==> config.mk <==
export PLATFORM = sky130hd
export DESIGN_NAME = gray_conv_sched_flat
export DESIGN_NICKNAME = d
export VERILOG_FILES = /design/src/rtl/gray_conv_sched_if.sv /design/src/rtl/gray_conv_sched.sv /design/src/flat_wrapper.sv
export SDC_FILE = /design/constraint.sdc
export NUM_CORES = 1
export LEC_CHECK = 0
export ABC_AREA = 1
export BUFFER_PORTS_ARGS = -buffer_cell sky130_fd_sc_hd__buf_2
export CAP_MARGIN = 40
export CORE_MARGIN = 4
export CORE_UTILIZATION = 55
export CTS_BUF_LIST = sky130_fd_sc_hd__clkbuf_16
export DETAILED_ROUTE_END_ITERATION = 12
export HOLD_SLACK_MARGIN = 0.03
export MAX_ROUTING_LAYER = met4
export PLACE_DENSITY = 0.86
export RECOVER_POWER = 50
export SYNTH_ARGS = -nofsm -noshare
export SYNTH_HDL_FRONTEND = slang
export SYNTH_SLANG_ARGS = --single-unit
export TNS_END_PERCENT = 50
==> constraint.sdc <==
create_clock -name clk -period 3.1 [get_ports clk]
set_input_delay 0 -clock clk [delete_from_list [all_inputs] [get_ports clk]]
set_output_delay 0 -clock clk [all_outputs]
set_load 0.05 [all_outputs]
==> src/rtl/gray_conv_sched_if.sv <==
// Request/response bundle for gray_conv_sched: four Gray-word requesters in,
// one tagged binary result out.
interface gray_conv_sched_if #(
  parameter int WIDTH = 4
) ();
  logic [3:0]         req_valid;
  logic [4*WIDTH-1:0] req_gray;
  logic [3:0]         req_ready;
  logic               rsp_valid;
  logic [WIDTH-1:0]   rsp_binary;
  logic [1:0]         rsp_id;
  logic               rsp_ready;

  modport master (
    output req_valid, req_gray, rsp_ready,
    input  req_ready, rsp_valid, rsp_binary, rsp_id
  );

  modport slave (
    input  req_valid, req_gray, rsp_ready,
    output req_ready, rsp_valid, rsp_binary, rsp_id
  );
endinterface

==> src/rtl/gray_conv_sched.sv <==
// Round-robin scheduler sharing one registered Gray-to-binary converter among
// four requesters. Define GRAY_SCHED_FAST_EN to convert in the accept cycle.
module gray_conv_sched #(
  parameter int WIDTH = 4
) (
  input  logic             clk,
  input  logic             rst_n,
  gray_conv_sched_if.slave bus,
  output logic             busy,
  output logic [7:0]       conv_count
);

  typedef enum logic [1:0] {
    IDLE = 2'd0,
    CONV = 2'd1,
    RESP = 2'd2
  } state_t;

  state_t           r_state;
  state_t           w_next;
  logic [1:0]       r_ptr;
  logic [1:0]       r_id_q;
  logic [WIDTH-1:0] r_bin_q;
  logic [7:0]       r_count;
`ifndef GRAY_SCHED_FAST_EN
  logic [WIDTH-1:0] r_gray_q;
`endif

  logic             w_grant_any;
  logic [1:0]       w_grant_id;
  logic [1:0]       w_idx;
  logic [WIDTH-1:0] w_sel_gray;
  logic [3:0]       w_req_ready;
  logic             w_accept;
  logic             w_rsp_hs;

  // Prefix XOR from the MSB down: each binary bit folds in all higher Gray bits.
  function automatic logic [WIDTH-1:0] gray2bin(input logic [WIDTH-1:0] g);
    logic [WIDTH-1:0] b;
    b = '0;
    b[WIDTH-1] = g[WIDTH-1];
    for (int unsigned i = 1; i < WIDTH; i++) begin
      b[WIDTH-1-i] = b[WIDTH-i] ^ g[WIDTH-1-i];
    end
    return b;
  endfunction

  always_comb begin
    w_grant_any = 1'b0;
    w_grant_id  = '0;
    w_idx       = '0;
    for (int unsigned k = 0; k < 4; k++) begin
      w_idx = r_ptr + 2'(k);
      if (!w_grant_any && bus.req_valid[w_idx]) begin
        w_grant_any = 1'b1;
        w_grant_id  = w_idx;
      end
    end
  end

  always_comb begin
    w_sel_gray = '0;
    for (int unsigned i = 0; i < 4; i++) begin
      if (w_grant_id == 2'(i)) w_sel_gray = bus.req_gray[i*WIDTH +: WIDTH];
    end
  end

  // rst_n gates the grant so req_ready stays low while reset is held.
  always_comb begin
    w_next      = r_state;
    w_req_ready = '0;
    w_accept    = 1'b0;
    w_rsp_hs    = 1'b0;
    unique case (r_state)
      IDLE: begin
        if (w_grant_any && rst_n) begin
          w_req_ready[w_grant_id] = 1'b1;
          w_accept                = 1'b1;
`ifdef GRAY_SCHED_FAST_EN
          w_next = RESP;
`else
          w_next = CONV;
`endif
        end
      end
      CONV: w_next = RESP;
      RESP: begin
        if (bus.rsp_ready) begin
          w_rsp_hs = 1'b1;
          w_next   = IDLE;
        end
      end
      default: w_next = IDLE;
    endcase
  end

  always_ff @(posedge clk or negedge rst_n) begin
    if (!rst_n) begin
      r_state  <= IDLE;
      r_ptr    <= '0;
      r_id_q   <= '0;
      r_bin_q  <= '0;
      r_count  <= '0;
`ifndef GRAY_SCHED_FAST_EN
      r_gray_q <= '0;
`endif
    end else begin
      r_state <= w_next;
      if (w_accept) begin
        r_id_q <= w_grant_id;
`ifdef GRAY_SCHED_FAST_EN
        r_bin_q <= gray2bin(w_sel_gray);
`else
        r_gray_q <= w_sel_gray;
`endif
      end
`ifndef GRAY_SCHED_FAST_EN
      if (r_state == CONV) r_bin_q <= gray2bin(r_gray_q);
`endif
      if (w_rsp_hs) begin
        r_count <= r_count + 8'd1;
        r_ptr   <= r_id_q + 2'd1;
      end
    end
  end

  assign bus.req_ready  = w_req_ready;
  assign bus.rsp_valid  = (r_state == RESP);
  assign bus.rsp_binary = (r_state == RESP) ? r_bin_q : '0;
  assign bus.rsp_id     = (r_state == RESP) ? r_id_q : '0;
  assign busy           = (r_state != IDLE);
  assign conv_count     = r_count;

endmodule
==> src/flat_wrapper.sv <==
// flat-port wrapper written by rule: the top's interface ports become plain ports
module gray_conv_sched_flat 
#(
  parameter int WIDTH = 4
)
  (clk, rst_n, busy, conv_count, bus_req_valid, bus_req_gray, bus_rsp_ready, bus_req_ready, bus_rsp_valid, bus_rsp_binary, bus_rsp_id);
  gray_conv_sched_if #(.WIDTH(WIDTH)) bus_i ();
  input  logic clk;
  input  logic rst_n;
  output logic busy;
  output logic [7:0] conv_count;
  input wire logic [$bits(bus_i.req_valid)-1:0] bus_req_valid;
  input wire logic [$bits(bus_i.req_gray)-1:0] bus_req_gray;
  input wire logic [$bits(bus_i.rsp_ready)-1:0] bus_rsp_ready;
  output wire logic [$bits(bus_i.req_ready)-1:0] bus_req_ready;
  output wire logic [$bits(bus_i.rsp_valid)-1:0] bus_rsp_valid;
  output wire logic [$bits(bus_i.rsp_binary)-1:0] bus_rsp_binary;
  output wire logic [$bits(bus_i.rsp_id)-1:0] bus_rsp_id;
  assign bus_i.req_valid = bus_req_valid;
  assign bus_i.req_gray = bus_req_gray;
  assign bus_i.rsp_ready = bus_rsp_ready;
  assign bus_req_ready = bus_i.req_ready;
  assign bus_rsp_valid = bus_i.rsp_valid;
  assign bus_rsp_binary = bus_i.rsp_binary;
  assign bus_rsp_id = bus_i.rsp_id;
  gray_conv_sched #(.WIDTH(WIDTH)) u_core (.clk(clk), .rst_n(rst_n), .bus(bus_i), .busy(busy), .conv_count(conv_count));
endmodule
==> results_tabular.tex <==
\begin{tabular}{lr}
\hline
Metric & Value \\
\hline
\multicolumn{2}{l}{\textbf{Floorplanning}} \\
Number of top-level pins & 43 \\
Count of standard-cell rows & 18 \\
Vertical die dimension & 59.97 um \\
DIE AREA & 0.003596 sq mm \\
Die width & 59.97 um \\
Starting Density & 58.88\% \\
Core Footprint & 0.002522 sq mm \\
\multicolumn{2}{l}{\textbf{Drt}} \\
Final routed wirelength across all metal layers & 3293 um \\
Detailed-route DRC error count & 0 \\
Via count of the routed design & 1358 \\
Post-detailed-route wirelength per cell & 12.43 um \\
Vias per inst & 5.125 \\
First-pass iteration count of the detailed router & 4 \\
Detailed Route Iter0 Violations & 62 \\
Number of nets still failing antenna checks after routing & 0 \\
\multicolumn{2}{l}{\textbf{GRT}} \\
Number of global-route vias before repair & 1269 \\
First-pass GRT wire length & 5292 um \\
Initial antenna violation count & 0 \\
Pin count of the biggest net entering global routing & 24 \\
Total global routing track utilization & 19.92\% \\
Total global routing overflow & 0 \\
\multicolumn{2}{l}{\textbf{Timing}} \\
Final Max Tran Viols & 0 \\
Worst slew margin & 20.66\% \\
Fin Setup TNS & 0 ps \\
Max Clock Freq & 419.3 MHz \\
Transition time at the pin with the least slew margin & 1190 ps \\
Clock period minus worst slack & 2385 ps \\
Final clock skew & 4.710 ps \\
Fin. Hold Viols & 0 \\
Smallest setup slack after layout & 715.2 ps \\
RSZ-0062 raised after global routing & false \\
Final critical-path share of the clock period & 76.93\% \\
Setup Viol. Count Final & 0 \\
\multicolumn{2}{l}{\textbf{Cells and area}} \\
Final net count & 260 \\
Most frequent cells in the layout & sky130\_fd\_sc\_hd\_\_nand2\_1 (46), sky130\_fd\_sc\_hd\_\_buf\_2 (33), sky130\_fd\_sc\_hd\_\_inv\_1 (23) \\
Diodes inserted & 0 \\
Filler cells & 192 \\
Area growth from synthesis to layout & 22.83\% \\
Leading cell type in the layout, fill and taps excluded & sky130\_fd\_sc\_hd\_\_nand2\_1 \\
Proportion of layout cells with a drive suffix above 1 & 30.64\% \\
\multicolumn{2}{l}{\textbf{Clock network}} \\
Level count of the clock H-tree & 1 \\
Maximum clock path buffer count & 2 \\
Clock latency at the later pin of the worst-skew pair & 260 ps \\
TritonCTS clock tree & built \\
Root cell of the clock tree & sky130\_fd\_sc\_hd\_\_clkbuf\_16 \\
\# clock sinks & 22 \\
Reg clk slew, reported paths & 60 ps \\
Clock buffer count from CTS & 3 \\
\multicolumn{2}{l}{\textbf{Setup path}} \\
Largest fanout of any net on the critical path & 13 \\
Crit-path leading delay family & simple AND/OR/NAND/NOR gates \\
Worst-path cell with the longest stage delay & sky130\_fd\_sc\_hd\_\_dfrtp\_1 \\
Worst path most repeated cell & sky130\_fd\_sc\_hd\_\_nand2\_2 \\
CP Buf/Inv Count & 4 \\
Reg-to-Reg Start & u\_core.r\_ptr[0] \\
Critical Path End Type & output port \\
Class of the most critical setup path & register to output port \\
Endpoint of the worst-slack reg-to-reg timing path & u\_core.r\_id\_q[1] \\
Biggest cell delay along the critical path & 610 ps \\
Data arrival time of the critical path & 2380 ps \\
Path depth of the worst reg2reg path & 11 \\
Critical-path cell list & inv\_8 > nand2\_1 > nand3\_1 > nand2\_2 > nor2\_8 > nand3b\_4 > nand2\_2 > inv\_2 > nand2\_2 > inv\_1 > nand2\_1 > nor2\_1 > buf\_2 \\
Worst Path Required & 3100 ps \\
Crit path launch type & register \\
Worst reg2reg setup slack & 1020 ps \\
\multicolumn{2}{l}{\textbf{Synth}} \\
Share of synthesized flip-flops with an asynchronous set or reset & 100.0\% \\
Number of warning messages in the yosys log & 0 \\
Post-synthesis instance total & 189 \\
Register bit count reported by yosys & 22 \\
Dominant synthesized flop cell & sky130\_fd\_sc\_hd\_\_dfrtp\_1 \\
Number of synthesized flops with an enable pin & 0 \\
Count of cell types in the netlist & 28 \\
Avg Cell Area, Syn & 7.858 sq um \\
Post-synthesis net count & 213 \\
Sequential element share of the synthesized area & 37.07\% \\
Synthesized cell area & 0.001485 sq mm \\
\multicolumn{2}{l}{\textbf{Status}} \\
Status & complete, no violations \\
\multicolumn{2}{l}{\textbf{Job}} \\
Number of max-cap violations & 0 \\
\multicolumn{2}{l}{\textbf{Worst hold path}} \\
Class of the tightest hold or removal check & primary input to register \\
Hold Path Cell Cnt & 5 \\
Worst Hold Endpoint & u\_core.r\_gray\_q[1] \\
Launch instance of the worst min-delay path & bus\_req\_gray[13] \\
\multicolumn{2}{l}{\textbf{Place}} \\
HPWL Detailed & 2421 um \\
PortBufs & 42 \\
Worst setup slack before clock tree synthesis & 1011 ps \\
Routability cong. & 0.9172 \\
\hline
\end{tabular}
[through the flow]
| stage | util, % | hold slack, ps | instances | area, sq um |
|---|---|---|---|---|
| after CTS | 72.77 | 67.21 | 265 | 1836 |
| after global routing | 72.32 | 92.42 | 265 | 1824 |
| final | 72.32 | 66.75 | 265 | 1824 |
| after floorplan | - | -295.6 | 189 | 1485 |
| after detailed placement | 67.81 | -2.204 | 259 | 1710 |
| after global placement | 67.81 | -8.494 | 259 | 1710 |
[worst register-to-register path, cell delays in order, from the launching register on]
cell and delay [ps]:
sky130_fd_sc_hd__dfrtp_1 610, sky130_fd_sc_hd__nand2_1 140, sky130_fd_sc_hd__nand3_1 140, sky130_fd_sc_hd__nand2_2 110, sky130_fd_sc_hd__nor2_8 160, sky130_fd_sc_hd__nand3b_4 120, sky130_fd_sc_hd__nand2_2 80, sky130_fd_sc_hd__inv_2 50
sky130_fd_sc_hd__nand2_2 190, sky130_fd_sc_hd__inv_1 110, sky130_fd_sc_hd__nand2_1 130, sky130_fd_sc_hd__o21ai_0 100
[synth_stat cells (3+ instances only)]
cell / instances / area, sq um
sky130_fd_sc_hd__nor2_1: 15 / 56.30
sky130_fd_sc_hd__o21ai_0: 9 / 45.04
sky130_fd_sc_hd__nand3_2: 5 / 50.05
sky130_fd_sc_hd__xnor2_1: 6 / 52.55
sky130_fd_sc_hd__nand3_1: 18 / 90.09
sky130_fd_sc_hd__a21oi_1: 3 / 15.01
sky130_fd_sc_hd__xor2_1: 4 / 35.03
sky130_fd_sc_hd__inv_1: 23 / 86.33
sky130_fd_sc_hd__dfrtp_1: 22 / 550.5
sky130_fd_sc_hd__inv_2: 3 / 11.26
sky130_fd_sc_hd__nand2_1: 46 / 172.7
sky130_fd_sc_hd__nand2_2: 11 / 68.82
[cell type report]
cell class	count	area, sq um	share of cell area (%)
multi-input combinational	137	797.0	43.69
sequential	22	550.5	30.18
timing repair buffer	44	219.0	12.00
inverter	28	115.1	6.310
clock buffer	3	75.07	4.115
tap	30	37.54	2.058
clock inverter	1	30.03	1.646
[flip-flops by register name, indices dropped and copies added, names as in the netlist]
name               count
u_core.conv_count      8
u_core.r_bin_q         4
u_core.r_gray_q        4
u_core.r_id_q          2
u_core.r_ptr           2
u_core.r_state         2
[layer usage]
metal / global-route usage [%] / up-vias / share of wire [%] / wire [um]
li1: - / 689 / - / -
met1: 23.45 / 618 / 41 / 1351
met2: 34.26 / 46 / 51 / 1682
met3: 2.376 / 5 / 6.1 / 202
met4: 7.911 / 0 / 1.7 / 56
met5: - / - / 0 / 0
[cells by family (layout without fill, tap and decap cells)]
family          after synthesis  in the layout  share of synthesized area (%)
fa+ha+maj                     1              1                         0.8423
flops                        22             22                          37.07
compound gates               18             18                          7.077
simple gates                108            108                          39.85
xor+xnor                     10             10                          5.897
buf+inv                      30             76                          9.267
[what timing repair did]
item                                    4_1_cts  5_1_grt
hold buffers                                  2        0
resized for setup                             0        0
hold endpoints to repair                     23        0
buffers inserted                              0        0
endpoints found under the setup margin        0        0
[worst max-delay path by stage]
| stage | start | endpoint | slack (ps) | depth (start not counted) |
|---|---|---|---|---|
| after global placement | u_core.r_ptr[0] | bus_req_ready[3] | 1130 | 12 |
| after floorplan | u_core.r_ptr[0] | bus_req_ready[0] | 730 | 12 |
| after detailed placement | u_core.r_ptr[0] | bus_req_ready[3] | 1010 | 12 |
| after global routing | rst_n | bus_req_ready[3] | 390 | 9 |
| after CTS | u_core.r_ptr[0] | bus_req_ready[3] | 730 | 12 |
| final | u_core.r_ptr[0] | bus_req_ready[3] | 720 | 13 |
Power is not shown: default switching activity piles up to over one toggle a cycle in this logic, so the estimate is an artifact.
